[src/rtl/instr_push_loader_pkg.sv]
// Shared widths, opcode constants and FSM encoding for the instruction push loader.
package instr_push_loader_pkg;
    localparam int DEF_INSTR_WIDTH      = 32;
    localparam int DEF_INSTR_MEM_AWIDTH = 10;
    localparam int DEF_OPCODE_WIDTH     = 4;
    localparam int DEF_START_THRESH     = 4;
    localparam logic [DEF_OPCODE_WIDTH-1:0] DEF_END_CHAIN_OPCODE = 4'hF;

    typedef enum logic [1:0] {
        IDLE = 2'd0,
        LOAD = 2'd1,
        RUN  = 2'd2,
        DONE = 2'd3
    } loader_state_t;
endpackage

[src/rtl/loader_ring_ctrl.sv]
// Ring-buffer bookkeeping: pointers, committed count, in-flight write, ready and error flags.
module loader_ring_ctrl #(
    parameter int AW = 10
) (
    input  logic          clk,
    input  logic          reset_npu,
    input  logic          accept,
    input  logic          done,
    input  logic          get_instr,
    input  logic [AW-1:0] get_instr_addr,
    output logic [AW-1:0] wr_ptr,
    output logic [AW-1:0] rd_ptr,
    output logic [AW:0]   count,
    output logic [AW:0]   count_nxt,
    output logic          pending,
    output logic          push_ready,
    output logic          err_underflow,
    output logic          err_order
);
    // 2**AW expressed at occupancy width
    localparam logic [AW+1:0] DEPTH = {1'b0, 1'b1, {AW{1'b0}}};

    logic          dec;
    logic [AW+1:0] occ;

    // Next committed count; a consume of an empty buffer never decrements
    always_comb begin
        dec       = get_instr && (count != '0);
        count_nxt = count;
        if (pending && !dec)
            count_nxt = count + 1'b1;
        else if (!pending && dec)
            count_nxt = count - 1'b1;
        occ        = {1'b0, count} + {{(AW+1){1'b0}}, pending};
        push_ready = (occ < DEPTH) && !done;
    end

    // Pointer, count, in-flight and sticky error registers
    always_ff @(posedge clk) begin
        if (reset_npu) begin
            wr_ptr        <= '0;
            rd_ptr        <= '0;
            count         <= '0;
            pending       <= 1'b0;
            err_underflow <= 1'b0;
            err_order     <= 1'b0;
        end else begin
            pending <= accept;
            count   <= count_nxt;
            if (accept)
                wr_ptr <= wr_ptr + 1'b1;
            if (get_instr) begin
                rd_ptr <= rd_ptr + 1'b1;
                if (count == '0)
                    err_underflow <= 1'b1;
                if (get_instr_addr != rd_ptr)
                    err_order <= 1'b1;
            end
        end
    end
endmodule

[src/rtl/instr_push_loader.sv]
// Host-side writer for NPU instruction memory port B with start/done sequencing.
module instr_push_loader
    import instr_push_loader_pkg::*;
#(
    parameter int INSTR_WIDTH      = DEF_INSTR_WIDTH,
    parameter int INSTR_MEM_AWIDTH = DEF_INSTR_MEM_AWIDTH,
    parameter int OPCODE_WIDTH     = DEF_OPCODE_WIDTH,
    parameter logic [OPCODE_WIDTH-1:0] END_CHAIN_OPCODE = DEF_END_CHAIN_OPCODE,
    parameter int START_THRESH     = DEF_START_THRESH
) (
    input  logic                        clk,
    input  logic                        reset_npu,
    input  logic                        push_valid,
    input  logic [INSTR_WIDTH-1:0]      push_instruction,
    output logic                        push_ready,
    output logic                        push_instr_enable,
    output logic [INSTR_MEM_AWIDTH-1:0] push_instr_addr,
    output logic [INSTR_WIDTH-1:0]      push_instr_data,
    input  logic                        get_instr,
    input  logic [INSTR_MEM_AWIDTH-1:0] get_instr_addr,
    output logic                        instr_avail,
    output logic [INSTR_MEM_AWIDTH:0]   instr_count,
    output logic                        npu_start,
    output logic                        prog_done,
    output logic                        err_underflow,
    output logic                        err_order
);
    localparam int AW = INSTR_MEM_AWIDTH;
    localparam logic [AW:0] THRESH = (AW+1)'(START_THRESH);

    loader_state_t state, state_nxt;
    logic          accept, is_end, end_commit, end_consume;
    logic          end_pending;
    logic [AW-1:0] end_addr, wr_ptr, rd_ptr;
    logic [AW:0]   count_nxt;

    assign accept = push_valid && push_ready;
    assign is_end = push_instruction[INSTR_WIDTH-1 -: OPCODE_WIDTH] == END_CHAIN_OPCODE;

    loader_ring_ctrl #(.AW(AW)) u_ring (
        .clk            (clk),
        .reset_npu      (reset_npu),
        .accept         (accept),
        .done           (state == DONE),
        .get_instr      (get_instr),
        .get_instr_addr (get_instr_addr),
        .wr_ptr         (wr_ptr),
        .rd_ptr         (rd_ptr),
        .count          (instr_count),
        .count_nxt      (count_nxt),
        .pending        (push_instr_enable),
        .push_ready     (push_ready),
        .err_underflow  (err_underflow),
        .err_order      (err_order)
    );

    assign instr_avail = instr_count != '0;
    assign prog_done   = state == DONE;

    // The recorded END_CHAIN entry lands in memory, or is consumed by the NPU
    assign end_commit  = push_instr_enable && end_pending && (push_instr_addr == end_addr);
    assign end_consume = get_instr && end_pending && (get_instr_addr == end_addr);

    // Next-state: start once enough is committed or a short program is complete
    always_comb begin
        state_nxt = state;
        case (state)
            IDLE:    if (accept) state_nxt = LOAD;
            LOAD:    if (count_nxt >= THRESH || end_commit) state_nxt = RUN;
            RUN:     if (end_consume) state_nxt = DONE;
            default: state_nxt = state;
        endcase
    end

    // State register and single-cycle start pulse
    always_ff @(posedge clk) begin
        if (reset_npu) begin
            state     <= IDLE;
            npu_start <= 1'b0;
        end else begin
            state     <= state_nxt;
            npu_start <= (state == LOAD) && (state_nxt == RUN);
        end
    end

    // Port B address/data capture and first-END_CHAIN bookkeeping
    always_ff @(posedge clk) begin
        if (reset_npu) begin
            push_instr_addr <= '0;
            push_instr_data <= '0;
            end_addr        <= '0;
            end_pending     <= 1'b0;
        end else if (accept) begin
            push_instr_addr <= wr_ptr;
            push_instr_data <= push_instruction;
            if (is_end && !end_pending) begin
                end_addr    <= wr_ptr;
                end_pending <= 1'b1;
            end
        end
    end
endmodule

[config.mk]
export PLATFORM = sky130hd
export DESIGN_NAME = instr_push_loader
export DESIGN_NICKNAME = d
export VERILOG_FILES = /design/src/rtl/instr_push_loader_pkg.sv /design/src/rtl/loader_ring_ctrl.sv /design/src/rtl/instr_push_loader.sv
export SDC_FILE = /design/constraint.sdc
export NUM_CORES = 1
export LEC_CHECK = 0
export CAP_MARGIN = 25
export CORE_MARGIN = 2
export CORE_UTILIZATION = 53
export CTS_CLUSTER_SIZE = 25
export DETAILED_ROUTE_END_ITERATION = 16
export HOLD_SLACK_MARGIN = 0.08
export PLACE_DENSITY = 0.86
export SETUP_SLACK_MARGIN = 0.4
export SKIP_CTS_REPAIR_TIMING = 1
export SYNTH_ARGS = -nofsm -noshare
export SYNTH_HDL_FRONTEND = slang
export SYNTH_HIERARCHICAL = 1
export SYNTH_SLANG_ARGS = --single-unit
export TNS_END_PERCENT = 5
[constraint.sdc]
create_clock -name clk -period 4.3 [get_ports clk]
set_input_delay 0.86 -clock clk [delete_from_list [all_inputs] [get_ports clk]]
set_output_delay 0.86 -clock clk [all_outputs]
set_load 0.1 [all_outputs]
==> results by group <==
Setup path
  – Worst-path fanout max: 13
  – R2r setup slk: 1.33 ns
  – Worst path top cell family by delay: compound AO/OA/AOI/OAI gates
  – Crit path launch type: input pin
  – Worst reg2reg path depth: 10
  – Critical path endpoint category: flip-flop
  – CP cell instances: clkdlybuf4s50_1 -> buf_4 -> or4b_4 -> a311o_1 -> a21boi_0 -> nor2_1 -> nor3_1 -> a31o_2 -> a22oi_1 -> o31ai_1
  – Req. time, crit path: 4.56 ns
  – Crit Path Category: in -> reg
  – Crit Reg-Reg Endpoint: state[0]
  – Worst path buffer plus inverter count: 2
  – Critical path's largest stage delay: 0.51 ns
  – Slowest cell on the critical path: or4b_4
  – Crit path arrival time: 3.47 ns
  – Worst r2r src: u_ring/count[1]

Pwr
  – Switching share of total power: 0.451
  – Logic pwr share: 0.457
  – PnR Total Power: 3.11 mW
  – Psw: 1.40 mW
  – Flop pwr share: 0.333
  – Maximum vdd drop: 0.276 mV
  – PD cells: 557 nW/um^2
  – Int Pwr: 1.71 mW
  – P_leak: 2.13 nW
  – Power share of the clock group: 0.210

Die
  – Die X: 93.4 um
  – Ports: 106
  – Die Ht: 93.4 um
  – Initial Utilization: 0.548
  – # rows: 32
  – Total Die Area: 8720 sq um
  – Core box area: 7730 sq um

Global routing
  – GRT Resource Usage Total: 0.243
  – Vias in the first global route: 3706
  – Initial antenna violation count: 0
  – Largest net degree at the start of global routing: 54
  – GRT overflow: 0
  – First-pass GRT wire length: 17000 um

Placement
  – Setup slack at placement: 0.781 ns
  – HPWL after DPL: 7510 um
  – PortBufs: 105
  – RD Place Congestion: 0.842

STA
  – Post-route setup TNS: 0 ns
  – Setup-failing EPs final: 0
  – Max-slew violation count: 0
  – Hold slack: 0.447 ns
  – Clock Skew: 0.0141 ns
  – Unrepaired setup endpoints after global routing: false
  – Slew headroom: 0.322
  – Minimum clock period: 3.20 ns
  – Peak Freq: 312 MHz
  – Worst-Margin Slew: 1.01 ns
  – Final WS setup: 1.10 ns
  – Hold Vio Cnt, Final: 0
  – Final period utilization: 0.745

CTS
  – CTS Root Cell: clkbuf_8
  – CTS Sinks: 90
  – Total CTS buffers: 9
  – Clk buf depth: 2
  – H-tree depth: 3
  – Clk Latency, worst-skew pair: 0.35 ns
  – TritonCTS clock tree: yes
  – Clk slew on worst S/H paths: 0.08 ns

Synth
  – Post-synth net total: 545
  – Post-Syn Area: 4230 sq um
  – Synth Area per Inst: 8.55 sq um
  – YS warnings: 6
  – Cells after Synth: 495

Finish
  – Ant. Diodes: 0
  – P&R area growth vs syn: 31.7%
  – Share of layout cells above drive strength 1: 0.0724
  – Most common cell after layout, fill and taps aside: clkdlybuf4s50_1
  – NumNets Final: 639
  – Commonest non-fill, non-tap cells in the layout: clkdlybuf4s50_1, nand2_1, dfxtp_1, a21oi_1, nor2_1

Min path
  – Hold Path Stages: 2
  – Worst Hold End: u_ring/err_order
  – Tightest Hold Check Type: reg -> reg
  – Hold Crit Start: u_ring/err_order

Drt
  – DR WL/cell: 15.4 um
  – Drt total wl: 10700 um
  – Antenna-violating nets left: 0
  – Post-route DRC: 0
  – Initial DRC count: 228
  – DR vias: 3894
  – Avg Vias per Cell: 5.59
  – TritonRoute pass-1 iters: 4

Job
  – Max Cap Viol: 0

Run status
  – Status: finished clean
## layout make-up
class,count,area [sq um]
Fill cell,581,2150
Tap cell,102,128
Inverter,7,26.3
Multi-Input combinational cell,370,2280
Clock inverter,6,101
Sequential cell,90,1800
Timing Repair Buffer,111,1100
Clock buffer,10,138
## worst reg2reg max path, stage by stage (launching register included)
cell and delay [ns]:
dfxtp_1 0.41, inv_1 0.10, ha_1 0.22, nor3b_1 0.41
a31o_1 0.44, a31oi_1 0.23, xnor2_1 0.17, nor4_1 0.39
a31o_2 0.22, a22oi_1 0.05, o31ai_1 0.23
## layer usage
metal	track usage	part of all wire
met1	0.294	0.40
met2	0.430	0.51
met5	0	0
met3	0.0290	0.059
met4	0.108	0.024
## state kept, by name (all words and copies together) (netlist names)
| name | cells |
|---|---|
| u_ring/err_order | 1 |
| u_ring/err_underflow | 1 |
| u_ring/rd_ptr | 10 |
| push_instr_addr | 10 |
| u_ring/pending | 1 |
| end_pending | 1 |
| npu_start | 1 |
| u_ring/count | 11 |
| end_addr | 10 |
| u_ring/wr_ptr | 10 |
| state | 2 |
| push_instr_data | 32 |
## metrics by stage
stage / utilization / cells / instance area [sq um]
after floorplan: - / 495 / 4250
after global placement: 0.688 / 679 / 5320
after detailed placement: 0.691 / 680 / 5340
after CTS: 0.722 / 696 / 5580
after global routing: 0.722 / 696 / 5580
final: 0.722 / 696 / 5580
## power by group through the flow
| stage | Sequential [mW] | Combinational (mW) | Clock [mW] |
|---|---|---|---|
| 2_1_floorplan | 1.47 | 0.678 | 0 |
| 3_3_place_gp | 1.05 | 1.37 | 0 |
| 3_5_place_dp | 1.05 | 1.40 | 0 |
| 4_1_cts | 1.03 | 1.41 | 0.666 |
| 5_1_grt | 1.05 | 1.49 | 0.700 |
| 6_report | 1.03 | 1.42 | 0.653 |
## worst max-delay path by stage
stage | start | endpoint | slack, ns | cells after the start
global placement | get_instr | state[0] | 0.84 | 10
finish | get_instr | state[0] | 1.10 | 10
global route | get_instr | state[0] | 0.97 | 10
detailed placement | get_instr | state[0] | 0.78 | 10
floorplan | u_ring/count[8] | u_ring/wr_ptr[5] | 0.58 | 10
CTS | get_instr | state[0] | 1.11 | 10
Note: power is estimated with default switching activity, not from simulation.
==> RTL change 1: new RTL, same flow settings <==
The 4 states of `loader_state_t` get a one-hot encoding in 4 bits.
--- a/src/rtl/instr_push_loader_pkg.sv
+++ b/src/rtl/instr_push_loader_pkg.sv
@@ -6,11 +6,11 @@
     localparam int DEF_START_THRESH     = 4;
     localparam logic [DEF_OPCODE_WIDTH-1:0] DEF_END_CHAIN_OPCODE = 4'hF;
 
-    typedef enum logic [1:0] {
-        IDLE = 2'd0,
-        LOAD = 2'd1,
-        RUN  = 2'd2,
-        DONE = 2'd3
+    typedef enum logic [3:0] {
+        IDLE = 4'b0001,
+        LOAD = 4'b0010,
+        RUN  = 4'b0100,
+        DONE = 4'b1000
     } loader_state_t;
 endpackage
 
Formal check against the unedited RTL: same outputs for any inputs over 4 cycles, from zero or initial values and one cycle with reset_npu high; so few cycles prove little.
==> RTL change 1 against the unedited design <==
Area after synthesis is 0.50% higher. Core utilization is 0.28 points lower. Setup slack worse by 0.18 ns. Synthesized cell count is 1.4% higher. Clock skew is 0.0055 ns lower. Non-clock buffer count is 1 lower. Sequential cell count is 2 higher. Power is 7.4% lower. Routed wire length is 3.2% lower. Final area is 0.13% higher. Largest power group unchanged. Highest routed layer unchanged.
==> RTL change 1: results (changes against the unedited design) <==
* Outcome: completed
* Met2 usage at 0.405 (-0.0246)
* Antenna Nets Post-Route at 0 (unchanged)
* # diodes at 0 (unchanged)
* Clock Latency Late Sink at 0.36 ns
* Initial drt markers at 149 (-35%)
* Reg2reg setup slack at 1.54 ns (+0.21 ns)
* Largest net degree at the start of global routing at 45 (-17%)
* Fillers at 593 (+2.1%)
* Clock power share at 0.184 (-0.026)
* PortBufs at 105 (unchanged)
* Syn Nets at 552 (+1.3%)
* Skew final at 0.00858 ns (-0.00547 ns)
* Slew @ Worst Pin at 1.01 ns (-0.00691 ns)
* Setup crit end: push_ready
* Critical Path AT at 2.53 ns (-0.94 ns)
* Regs by FF count: push_instr_data: 32 flops, u_ring/count: 11 flops
* Worst flop-to-flop path startpoint: u_ring/count[0]$_SDFF_PP0_
* Global Route Usage Sum at 0.243 (about the same)
* Reg clk slew, reported paths at 0.09 ns
* Vias in the first global route at 3,680 (-0.70%)
* Met1 Use GR at 0.318 (+0.0242)
* Hpwl dp at 7.42 mm (-1.2%)
* Initial antenna violation count at 0 (unchanged)
* Worst flop-to-flop path endpoint: state[2]$_SDFF_PP0_
* Hold Crit Class: reg -> reg
* Via density at 5.51 (-1.5%)
* Comb power frac at 0.448 (-0.009)
* Final setup violation count at 0 (unchanged)
* Layout cells sized above 1 at 0.0867 (+0.0143)
* Root Driver: clkbuf_8
* Syn. warnings at 6 (unchanged)
* Post-Place Worst Slack at 0.699 ns (-0.0820 ns)
* Sw frac at 0.457 (+0.00580)
* Post-Layout Cell Count at 702 (+0.86%)
* Static Leak at 2.03 nW (-4.7%)
* Longest Clk Path Bufs at 2 (unchanged)
* R2R depth at 10 (unchanged)
* Fin crit period at 3.39 ns (+0.184 ns)
* 1st-pass router iterations at 7 (+3)
* Critical Path Fanout Max at 10 (-3)
* Peak supply drop at 255 µV (-7.6%)
* # nets final at 645 (+0.94%)
* # placed instances at 686 (+0.88%)
* WL/cell at 14.8 µm (-4.1%)
* First-pass GRT wire length at 17.2 mm (+1.1%)
* GP Congestion at 0.873 (+3.6%)
* CP Launch Point: u_ring/count[4]$_SDFF_PP0_
* Total CTS buffers at 9 (unchanged)
* H-tree depth at 3 (unchanged)
* GRT met3 Usage at 0.0314 (+0.00242)
* P_sw at 1.32 mW (-6.2%)
* Synthesized area per cell at 8.48 µm² (-0.90%)
[RTL change 1: worst min-delay path by stage]
stage / start / endpoint / slack [ns] / depth (start not counted)
4_1_cts: u_ring/err_order$_SDFFE_PP0P_ / u_ring/err_order$_SDFFE_PP0P_ / 0.45 / 2
5_1_grt: push_instr_data[3]$_SDFFE_PP0P_ / push_instr_data[3]$_SDFFE_PP0P_ / 0.48 / 2
6_report: u_ring/err_order$_SDFFE_PP0P_ / u_ring/err_order$_SDFFE_PP0P_ / 0.45 / 2
2_1_floorplan: u_ring/wr_ptr[9]$_SDFFE_PP0P_ / push_instr_addr[9]$_SDFFE_PP0P_ / 0.46 / 2
3_3_place_gp: u_ring/err_order$_SDFFE_PP0P_ / u_ring/err_order$_SDFFE_PP0P_ / 0.44 / 2
3_5_place_dp: u_ring/err_order$_SDFFE_PP0P_ / u_ring/err_order$_SDFFE_PP0P_ / 0.44 / 2
[RTL change 1: through the flow]
stage,hold slack [ns],instance area (µm²)
after floorplan,0.457,4360
after global placement,0.436,5390
after detailed placement,0.438,5410
after CTS,0.451,5580
after global routing,0.477,5580
final,0.448,5580
[RTL change 1: critical path, cell delays in order (launching register included)]
cell,delay (ns)
dfxtp_4,0.38
and4_4,0.22
and2_1,0.19
a211oi_2,0.21
clkdlybuf4s50_1,1.17
[RTL change 1: layout make-up]
type	instances	share of cell area
multi-input combinational	376	0.410
sequential	92	0.336
timing repair buffer	110	0.196
clock buffer	10	0.0229
tap	102	0.0229
clock inverter	6	0.00829
inverter	6	0.00426
[RTL change 1: per-layer routing]
metal  up-vias  wire, µm
li1       1910         -
met1      1799      4470
met2       135      5090
met3        24       566
met4         0       254
met5         -         0
==> RTL change 2: new RTL, same settings <==
Without the edit above. `DEF_INSTR_MEM_AWIDTH`: 10 -> 8.
--- a/src/rtl/instr_push_loader_pkg.sv
+++ b/src/rtl/instr_push_loader_pkg.sv
@@ -1,7 +1,7 @@
 // Shared widths, opcode constants and FSM encoding for the instruction push loader.
 package instr_push_loader_pkg;
     localparam int DEF_INSTR_WIDTH      = 32;
-    localparam int DEF_INSTR_MEM_AWIDTH = 10;
+    localparam int DEF_INSTR_MEM_AWIDTH = 8;
     localparam int DEF_OPCODE_WIDTH     = 4;
     localparam int DEF_START_THRESH     = 4;
     localparam logic [DEF_OPCODE_WIDTH-1:0] DEF_END_CHAIN_OPCODE = 4'hF;
Interface: changed (resized get_instr_addr, instr_count and push_instr_addr); port bits go from 106 to 100. The function was not compared with the original's and may differ.
==> RTL change 2 against the unedited design <==
Maximum frequency shrank 11%. Area after synthesis shrank 17%. Sequential cell count shrank 10. First-iteration DRC count shrank 36%. Final area shrank 16%. Count of clock-buffer cells in the layout is the same. Routed wire length shrank 20%. Power shrank 13%. Sequential share of layout area grew 1.7 points. Setup slack lost 0.39 ns. Largest power group unchanged.
==> RTL change 2: results (changes against the unedited design) <==
* Initial drt markers at 146 (-36%)
* Total CTS buffers at 9 (unchanged)
* Post-Layout Cell Count at 590 (-15%)
* Hold Crit Class: reg -> reg
* 1st-pass router iterations at 6 (+2)
* Hpwl dp at 5.99 mm (-20%)
* Vias in the first global route at 2,936 (-21%)
* Peak supply drop at 973 µV (+250%)
* Met1 Use GR at 0.323 (+0.0286)
* Skew final at 0.00825 ns (-0.00580 ns)
* Layout cells sized above 1 at 0.0604 (-0.0120)
* Seq pwr share at 0.340 (+0.007)
* GP Congestion at 0.855 (+1.5%)
* Fillers at 480 (-17%)
* Regs by FF count: push_instr_data: 32 flops, u_ring/count: 9 flops
* FFs w/ async S/R, synth at 0
* Slew @ Worst Pin at 1.01 ns (+0.000316 ns)
* Met2 usage at 0.384 (-0.0456)
* # placed instances at 575 (-15%)
* # nets final at 557 (-13%)
* Met2 WL at 4.13 mm (-25%)
* Int Power at 1.43 mW (-16%)
* Total grt overflow at 0 (unchanged)
* Critical Path Fanout Max at 12 (-1)
* Critical Path AT at 2.73 ns (-0.74 ns)
* WL met1 at 3.85 mm (-11%)
* Syn Nets at 464 (-15%)
* Wire length on met3 at 433 µm (-32%)
* Largest net degree at the start of global routing at 44 (-19%)
* Via density at 5.37 (-4.0%)
* Mapped Cells at 416 (-16%)
* PortBufs at 99 (-5.7%)
* Static Leak at 1.79 nW (-16%)
* GRT met3 Usage at 0.0409 (+0.0118)
* Routed wire length at 8.61 mm (-20%)
* First-pass GRT wire length at 14.0 mm (-18%)
* Outcome: completed
* # diodes at 0 (unchanged)
* Yosys cell types at 41
* Top_reg_cell synth: dfxtp_1
* Comb pwr at 1.31 mW (-8%)
* Global Route Usage Sum at 0.240 (-0.00302)
[RTL change 2: cells by family after synthesis]
| kind of cell | Yosys count | synth area share |
|---|---|---|
| AOI/OAI and AO/OA | 63 | 0.101 |
| xor gates and xnor gates | 43 | 0.108 |
| adders and majority gates | 4 | 0.0143 |
| buffers and inverters | 30 | 0.0337 |
| DFF | 80 | 0.458 |
| muxes | 16 | 0.0458 |
| and+or+nand+nor | 180 | 0.239 |
[RTL change 2: path summary, 6_finish.rpt]
check	to	startpoint	slack, ns	depth (start not counted)
setup / recovery	push_ready	u_ring/pending$_SDFF_PP0_	0.71	4
hold / removal	push_instr_data[0]$_SDFFE_PP0P_	push_instr_data[0]$_SDFFE_PP0P_	0.46	2
setup reg to reg	state[1]$_SDFF_PP0_	u_ring/count[1]$_SDFF_PP0_	1.39	10
hold reg to reg	push_instr_data[0]$_SDFFE_PP0P_	push_instr_data[0]$_SDFFE_PP0P_	0.46	2
[RTL change 2: metrics by stage]
step,hold WS (ns),cell area [µm²],utilization,total power [mW],worst slack (ns)
2_1_floorplan,0.450,3510,-,1.94,0.403
3_3_place_gp,0.441,4540,0.716,2.23,0.996
6_report,0.457,4710,0.741,2.71,0.707
3_5_place_dp,0.446,4540,0.716,2.24,0.865
4_1_cts,0.457,4710,0.741,2.71,0.717
5_1_grt,0.475,4710,0.741,2.83,0.627
[RTL change 2: layout make-up]
cell class / instances / share of cell area
timing repair buffer: 104 / 0.217
tap: 77 / 0.0205
multi-input combinational: 306 / 0.381
clock buffer: 10 / 0.0271
sequential: 80 / 0.340
clock inverter: 5 / 0.00718
inverter: 8 / 0.00638
[RTL change 2: worst max-delay path, stage by stage, from the launching register on]
cell             delay, ns
dfxtp_1               0.55
nand4_1               0.21
nor3_1                0.52
a211oi_4              0.12
clkdlybuf4s50_1       0.99
